===== src/rtl/interfpga_pkg.sv =====
// Shared types and constants for the inter-FPGA transmit arbiter.
// INTERFPGA_ARB_HEADER_EN adds the header-frame states to the state encoding.
package interfpga_pkg;

  localparam logic [3:0] HDR_TAG          = 4'hA;
  localparam int         SEND_BUSY_CYCLES = 4;

  typedef enum logic [2:0] {
    ST_IDLE      = 3'd0,
    ST_ISSUE     = 3'd1,
    ST_WAIT_BUSY = 3'd2,
    ST_HOLD      = 3'd3,
    ST_GAP       = 3'd4
`ifdef INTERFPGA_ARB_HEADER_EN
    ,
    ST_HDR_ISSUE = 3'd5,
    ST_HDR_WAIT  = 3'd6,
    ST_HDR_HOLD  = 3'd7
`endif
  } arb_state_t;

  function automatic logic [7:0] hdr_byte(input logic [1:0] id);
    return {HDR_TAG, 2'b00, id};
  endfunction

endpackage


===== src/rtl/interfpga_tx_arbiter_if.sv =====
// Requester handshakes plus the link to the interfpga_send instance.
// master = arbiter side, slave = producers/sender side.
interface interfpga_tx_arbiter_if #(
  parameter int N_REQ = 4
);
  logic [8*N_REQ-1:0] req_data;
  logic [N_REQ-1:0]   req_valid;
  logic [N_REQ-1:0]   req_ready;
  logic [7:0]         link_data;
  logic               link_send;
  logic               link_busy;
  logic [1:0]         active_id;
  logic               frame_done;
  logic               err_timeout;

  modport master (
    input  req_data, req_valid, link_busy,
    output req_ready, link_data, link_send, active_id, frame_done, err_timeout
  );

  modport slave (
    output req_data, req_valid, link_busy,
    input  req_ready, link_data, link_send, active_id, frame_done, err_timeout
  );
endinterface


===== src/rtl/interfpga_rr_pick.sv =====
// Combinational round-robin picker: first valid requester after rr_last,
// returned both as a one-hot grant and as an index.
module interfpga_rr_pick #(
  parameter int N_REQ = 4
) (
  input  logic [N_REQ-1:0] valid,
  input  logic [1:0]       rr_last,
  output logic [N_REQ-1:0] grant,
  output logic [1:0]       idx
);
  logic [3:0] valid4;
  logic [3:0] grant4;
  logic [1:0] cand;
  logic       found;

  assign valid4 = 4'(valid);
  assign grant  = grant4[N_REQ-1:0];

  always_comb begin
    grant4 = '0;
    idx    = '0;
    cand   = '0;
    found  = 1'b0;
    // Search starts just after the last winner so it ends up lowest priority.
    for (int k = 1; k <= N_REQ; k++) begin
      cand = 2'((int'(rr_last) + k) % N_REQ);
      if (!found && valid4[cand]) begin
        grant4[cand] = 1'b1;
        idx          = cand;
        found        = 1'b1;
      end
    end
  end
endmodule


===== src/rtl/interfpga_tx_arbiter.sv =====
// Round-robin arbiter/sequencer sharing one interfpga_send link among N_REQ producers.
// Define INTERFPGA_ARB_HEADER_EN to prefix each payload with a {HDR_TAG,00,id} header frame.
module interfpga_tx_arbiter
  import interfpga_pkg::*;
#(
  parameter int N_REQ        = 4,
  parameter int GAP_CYCLES   = 1,
  parameter int BUSY_TIMEOUT = 3
) (
  input logic                     clk,
  input logic                     reset,
  interfpga_tx_arbiter_if.master  bus
);
  localparam logic [3:0] TO_LAST  = 4'(BUSY_TIMEOUT - 1);
  localparam logic [3:0] GAP_LAST = 4'(GAP_CYCLES - 1);
  localparam arb_state_t AFTER_FRAME = (GAP_CYCLES == 0) ? ST_IDLE : ST_GAP;
`ifdef INTERFPGA_ARB_HEADER_EN
  localparam arb_state_t FIRST_ISSUE = ST_HDR_ISSUE;
`else
  localparam arb_state_t FIRST_ISSUE = ST_ISSUE;
`endif

  arb_state_t       state_reg, state_next;
  logic [3:0]       cnt_reg, cnt_next;
  logic [7:0]       data_reg;
  logic [1:0]       id_reg;
  logic [1:0]       rr_last_reg;
  logic [N_REQ-1:0] grant;
  logic [1:0]       pick_idx;
  logic [7:0]       req_bytes [4];
  logic             take;
  logic             send;
  logic             done;
  logic             timeout;
  logic             hdr_phase;

  genvar gi;
  generate
    for (gi = 0; gi < 4; gi++) begin : g_bytes
      if (gi < N_REQ) begin : g_used
        assign req_bytes[gi] = bus.req_data[8*gi +: 8];
      end else begin : g_pad
        assign req_bytes[gi] = 8'h00;
      end
    end
  endgenerate

  interfpga_rr_pick #(.N_REQ(N_REQ)) u_pick (
    .valid   (bus.req_valid),
    .rr_last (rr_last_reg),
    .grant   (grant),
    .idx     (pick_idx)
  );

  // A busy sender in IDLE is not ours to drive; withhold every grant.
  assign take = (state_reg == ST_IDLE) && !bus.link_busy && (|bus.req_valid);

  always_comb begin
    state_next = state_reg;
    cnt_next   = '0;
    send       = 1'b0;
    done       = 1'b0;
    timeout    = 1'b0;
    hdr_phase  = 1'b0;
    unique case (state_reg)
      ST_IDLE:  if (take) state_next = FIRST_ISSUE;
      ST_ISSUE: begin
        send       = 1'b1;
        state_next = ST_WAIT_BUSY;
      end
      ST_WAIT_BUSY: begin
        if (bus.link_busy) begin
          state_next = ST_HOLD;
        end else if (cnt_reg == TO_LAST) begin
          timeout    = 1'b1;
          state_next = AFTER_FRAME;
        end else begin
          cnt_next = cnt_reg + 4'd1;
        end
      end
      ST_HOLD: begin
        if (!bus.link_busy) begin
          done       = 1'b1;
          state_next = AFTER_FRAME;
        end
      end
      ST_GAP: begin
        if (cnt_reg == GAP_LAST) state_next = ST_IDLE;
        else                     cnt_next = cnt_reg + 4'd1;
      end
`ifdef INTERFPGA_ARB_HEADER_EN
      ST_HDR_ISSUE: begin
        send       = 1'b1;
        hdr_phase  = 1'b1;
        state_next = ST_HDR_WAIT;
      end
      ST_HDR_WAIT: begin
        hdr_phase = 1'b1;
        if (bus.link_busy) begin
          state_next = ST_HDR_HOLD;
        end else if (cnt_reg == TO_LAST) begin
          timeout    = 1'b1;
          state_next = AFTER_FRAME;
        end else begin
          cnt_next = cnt_reg + 4'd1;
        end
      end
      ST_HDR_HOLD: begin
        hdr_phase = 1'b1;
        if (!bus.link_busy) state_next = ST_ISSUE;
      end
`endif
      default: state_next = ST_IDLE;
    endcase
  end

  always_ff @(posedge clk) begin
    if (!reset) begin
      state_reg   <= ST_IDLE;
      cnt_reg     <= '0;
      data_reg    <= '0;
      id_reg      <= '0;
      rr_last_reg <= 2'(N_REQ - 1);
    end else begin
      state_reg <= state_next;
      cnt_reg   <= cnt_next;
      if (take) begin
        data_reg    <= req_bytes[pick_idx];
        id_reg      <= pick_idx;
        rr_last_reg <= pick_idx;
      end
    end
  end

  assign bus.req_ready   = (state_reg == ST_IDLE && !bus.link_busy) ? grant : '0;
  assign bus.link_data   = hdr_phase ? hdr_byte(id_reg) : data_reg;
  assign bus.link_send   = send;
  assign bus.active_id   = id_reg;
  assign bus.frame_done  = done;
  assign bus.err_timeout = timeout;
endmodule


===== src/flat_wrapper.sv =====
// flat-port wrapper written by rule: the top's interface ports become plain ports
module interfpga_tx_arbiter_flat import interfpga_pkg::*;
#(
  parameter int N_REQ        = 4,
  parameter int GAP_CYCLES   = 1,
  parameter int BUSY_TIMEOUT = 3
)
  (clk, reset, bus_req_data, bus_req_valid, bus_link_busy, bus_req_ready, bus_link_data, bus_link_send, bus_active_id, bus_frame_done, bus_err_timeout);
  interfpga_tx_arbiter_if #(.N_REQ(N_REQ)) bus_i ();
  input logic clk;
  input logic reset;
  input wire logic [$bits(bus_i.req_data)-1:0] bus_req_data;
  input wire logic [$bits(bus_i.req_valid)-1:0] bus_req_valid;
  input wire logic [$bits(bus_i.link_busy)-1:0] bus_link_busy;
  output wire logic [$bits(bus_i.req_ready)-1:0] bus_req_ready;
  output wire logic [$bits(bus_i.link_data)-1:0] bus_link_data;
  output wire logic [$bits(bus_i.link_send)-1:0] bus_link_send;
  output wire logic [$bits(bus_i.active_id)-1:0] bus_active_id;
  output wire logic [$bits(bus_i.frame_done)-1:0] bus_frame_done;
  output wire logic [$bits(bus_i.err_timeout)-1:0] bus_err_timeout;
  assign bus_i.req_data = bus_req_data;
  assign bus_i.req_valid = bus_req_valid;
  assign bus_i.link_busy = bus_link_busy;
  assign bus_req_ready = bus_i.req_ready;
  assign bus_link_data = bus_i.link_data;
  assign bus_link_send = bus_i.link_send;
  assign bus_active_id = bus_i.active_id;
  assign bus_frame_done = bus_i.frame_done;
  assign bus_err_timeout = bus_i.err_timeout;
  interfpga_tx_arbiter #(.N_REQ(N_REQ), .GAP_CYCLES(GAP_CYCLES), .BUSY_TIMEOUT(BUSY_TIMEOUT)) u_core (.clk(clk), .reset(reset), .bus(bus_i));
endmodule

===== config.mk =====
export PLATFORM = sky130hd
export DESIGN_NAME = interfpga_tx_arbiter_flat
export DESIGN_NICKNAME = d
export VERILOG_FILES = /design/src/rtl/interfpga_pkg.sv /design/src/rtl/interfpga_tx_arbiter_if.sv /design/src/rtl/interfpga_rr_pick.sv /design/src/rtl/interfpga_tx_arbiter.sv /design/src/flat_wrapper.sv
export SDC_FILE = /design/constraint.sdc
export NUM_CORES = 1
export LEC_CHECK = 0
export CORE_MARGIN = 10
export CORE_UTILIZATION = 46
export CTS_CLUSTER_SIZE = 40
export DETAILED_ROUTE_END_ITERATION = 6
export GPL_ROUTABILITY_DRIVEN = 1
export GPL_TIMING_DRIVEN = 0
export MAX_ROUTING_LAYER = met4
export PLACE_DENSITY = 0.81
export SLEW_MARGIN = 15
export SYNTH_ARGS = -nofsm -noshare
export SYNTH_HDL_FRONTEND = slang
export SYNTH_SLANG_ARGS = --single-unit

===== constraint.sdc =====
create_clock -name clk -period 4.04 [get_ports clk]
set_input_delay 0.808 -clock clk [delete_from_list [all_inputs] [get_ports clk]]
set_output_delay 0.808 -clock clk [all_outputs]
set_load 0.1 [all_outputs]

==> out/results.tsv <==
metric	value	unit
critPathRequiredTime	3.23	ns
layout_common_cells	50 x clkdlybuf4s50_1, 19 x nand3_1, 17 x dfxtp_1	
finalSetupTns	0	ns
synth_cells	197	
drt_first_iter_violations	165	
initial_utilization	48.1	%
grt_max_degree	12	
syn_nets	247	
vias	1705	
layout-drive-gt1-share	16.0	%
die_h	79.3	um
antenna_found_initial	0	
ys.flop_type	dfxtp_1	
root_buffer	clkbuf_4	
grt_pass1_wl	7770	um
grt_pass1_vias	1670	
path_class	flop to output pin	
run_status	finished, final reports clean	
die-area	6290	um^2
drt_wl_total	4620	um
async_flop_share	0	%
drtPass1Iterations	4	
final_cells	303	
rsz0062_at_grt	false	
avgSynthCellArea	8.21	um^2
cp.arrival	3.05	ns
place_hpwl	3640	um
io_pins	56	
power.leakage	0.879	nW
cp_max_fo	10	
routed_via_density	5.63	
peakVddDrop	297	uV
die_w	79.3	um
insertion_delay	0.30	ns
netlist_area	1620	um^2
critPathLaunchType	flop	
cts_buffer_depth	2	
end_kind	output pin	
place_congestion	0.879	
clkTransAtPathRegs	0.10	ns
htree_levels	1	
grtUsageTotal	15.1	%
setup_ws	0.184	ns
worst_pin_slew	1.00	ns
cts_tree	built	
finClkSkew	0.0112	ns
core_area	3360	um^2
cts_sinks	19	
fin_crit	3.86	ns
hold_viol_final	0	
largest_reg_flops	8	
report.final.slew_viol_count	0	
finalSetupViolations	0	
ys_types	46	
post-place-cells	297	
yosys_warnings	0	
worst_hold_path_type	flop to flop	
synth_seq_area_share	23.5	%
p_total	1.17	mW
ys_ff_latch	19	
portBuffers	54	
nets	308	
power_density	501	nW/um^2
post-route-cell-area	2330	um^2
slew_headroom	32.9	%
cts_buffers	3	
period_share	95.4	%
post-route-util	69.2	%
wl_per_cell	15.2	um
synth-edff-count	0	
place_area	2240	um^2
area_growth	43.9	%
rows	21	
max_freq	259	MHz
layout_commonest_cell	clkdlybuf4s50_1	
n_antenna_cell	0	
drcViolationCount	0	
gr-total-overflow	0	
ant_nets	0	
fillCellCount	314	
hold_ws	0.478	ns
dp_slack	-0.958	ns
cap_violations	0	
==> final timing paths <==
path / startpoint / to / slack, ns / cells after the start
worst min-delay path: u_core.cnt_reg[0]$_SDFF_PN0_ / u_core.cnt_reg[0]$_SDFF_PN0_ / 0.48 / 1
worst min register to register: u_core.cnt_reg[0]$_SDFF_PN0_ / u_core.cnt_reg[0]$_SDFF_PN0_ / 0.48 / 1
worst max register to register: u_core.rr_last_reg[0]$_SDFFE_PN1P_ / u_core.bus.link_data[4]$_SDFFE_PN0P_ / 0.77 / 10
worst max-delay path: u_core.rr_last_reg[0]$_SDFFE_PN1P_ / bus_req_ready[3] / 0.18 / 10
==> metal layers <==
layer,track usage [%],vias to the layer above,part of all wire [%]
li1,-,866,-
met1,16.4,783,44
met2,26.0,50,48
met3,5.18,6,6.8
met4,3.41,0,1.3
met5,-,-,0
==> layout make-up <==
type	instances	area (um^2)	share of cell area (%)
clock buffer	3	22.5	0.968
buffer	14	82.6	3.55
sequential	19	385	16.6
clock inverter	1	5.00	0.215
timing repair buffer	56	549	23.6
inverter	5	18.8	0.807
tap	46	57.6	2.47
multi-input combinational	159	1200	51.8
==> kinds of logic after synthesis <==
logic type	after synthesis	share of synthesized area [%]
compound gates	66	29.6
xor+xnor	3	1.63
buf+inv	19	6.04
simple gates	75	25.9
mux	4	4.80
flops	19	23.5
fa+ha+maj	11	8.51
==> synthesized netlist by cell type (3+ instances only) <==
library cell,count,area [um^2]
a21o_1,11,82.6
a21oi_1,5,25.0
a221oi_1,5,43.8
a22oi_1,4,30.0
a31oi_1,9,56.3
buf_2,5,25.0
clkbuf_1,6,22.5
dfxtp_1,19,380
ha_1,11,138
inv_1,5,18.8
mux4_2,3,67.6
nand2_1,8,30.0
nand2b_1,7,43.8
nand3_1,19,95.1
nand3b_1,8,60.1
nor2_1,19,71.3
o211ai_1,9,67.6
o21ai_0,10,50.1
==> where the power goes <==
group          internal (mW)  total (mW)  switching [mW]
sequential             0.217       0.241          0.0245
clock                 0.0369      0.0965          0.0596
combinational          0.296       0.828           0.532
==> what timing repair did <==
| action | CTS | global route |
|---|---|---|
| setup endpoints to repair | 4 | 4 |
| gates resized for setup | 28 | 8 |
| pin swaps | 1 | 1 |
| hold buffers | 0 | 0 |
| setup buffers | 1 | 1 |
==> worst max-delay path, stage by stage, from the launching register on <==
cell      delay (ns)
dfxtp_4         0.42
clkbuf_4        0.22
inv_1           0.13
ha_1            0.29
buf_2           0.19
mux4_2          0.59
nor4b_4         0.26
buf_4           0.19
a221oi_2        0.08
nor2_4          0.08
buf_4           0.29
No activity file was read; power rests on OpenSTA's default activity.
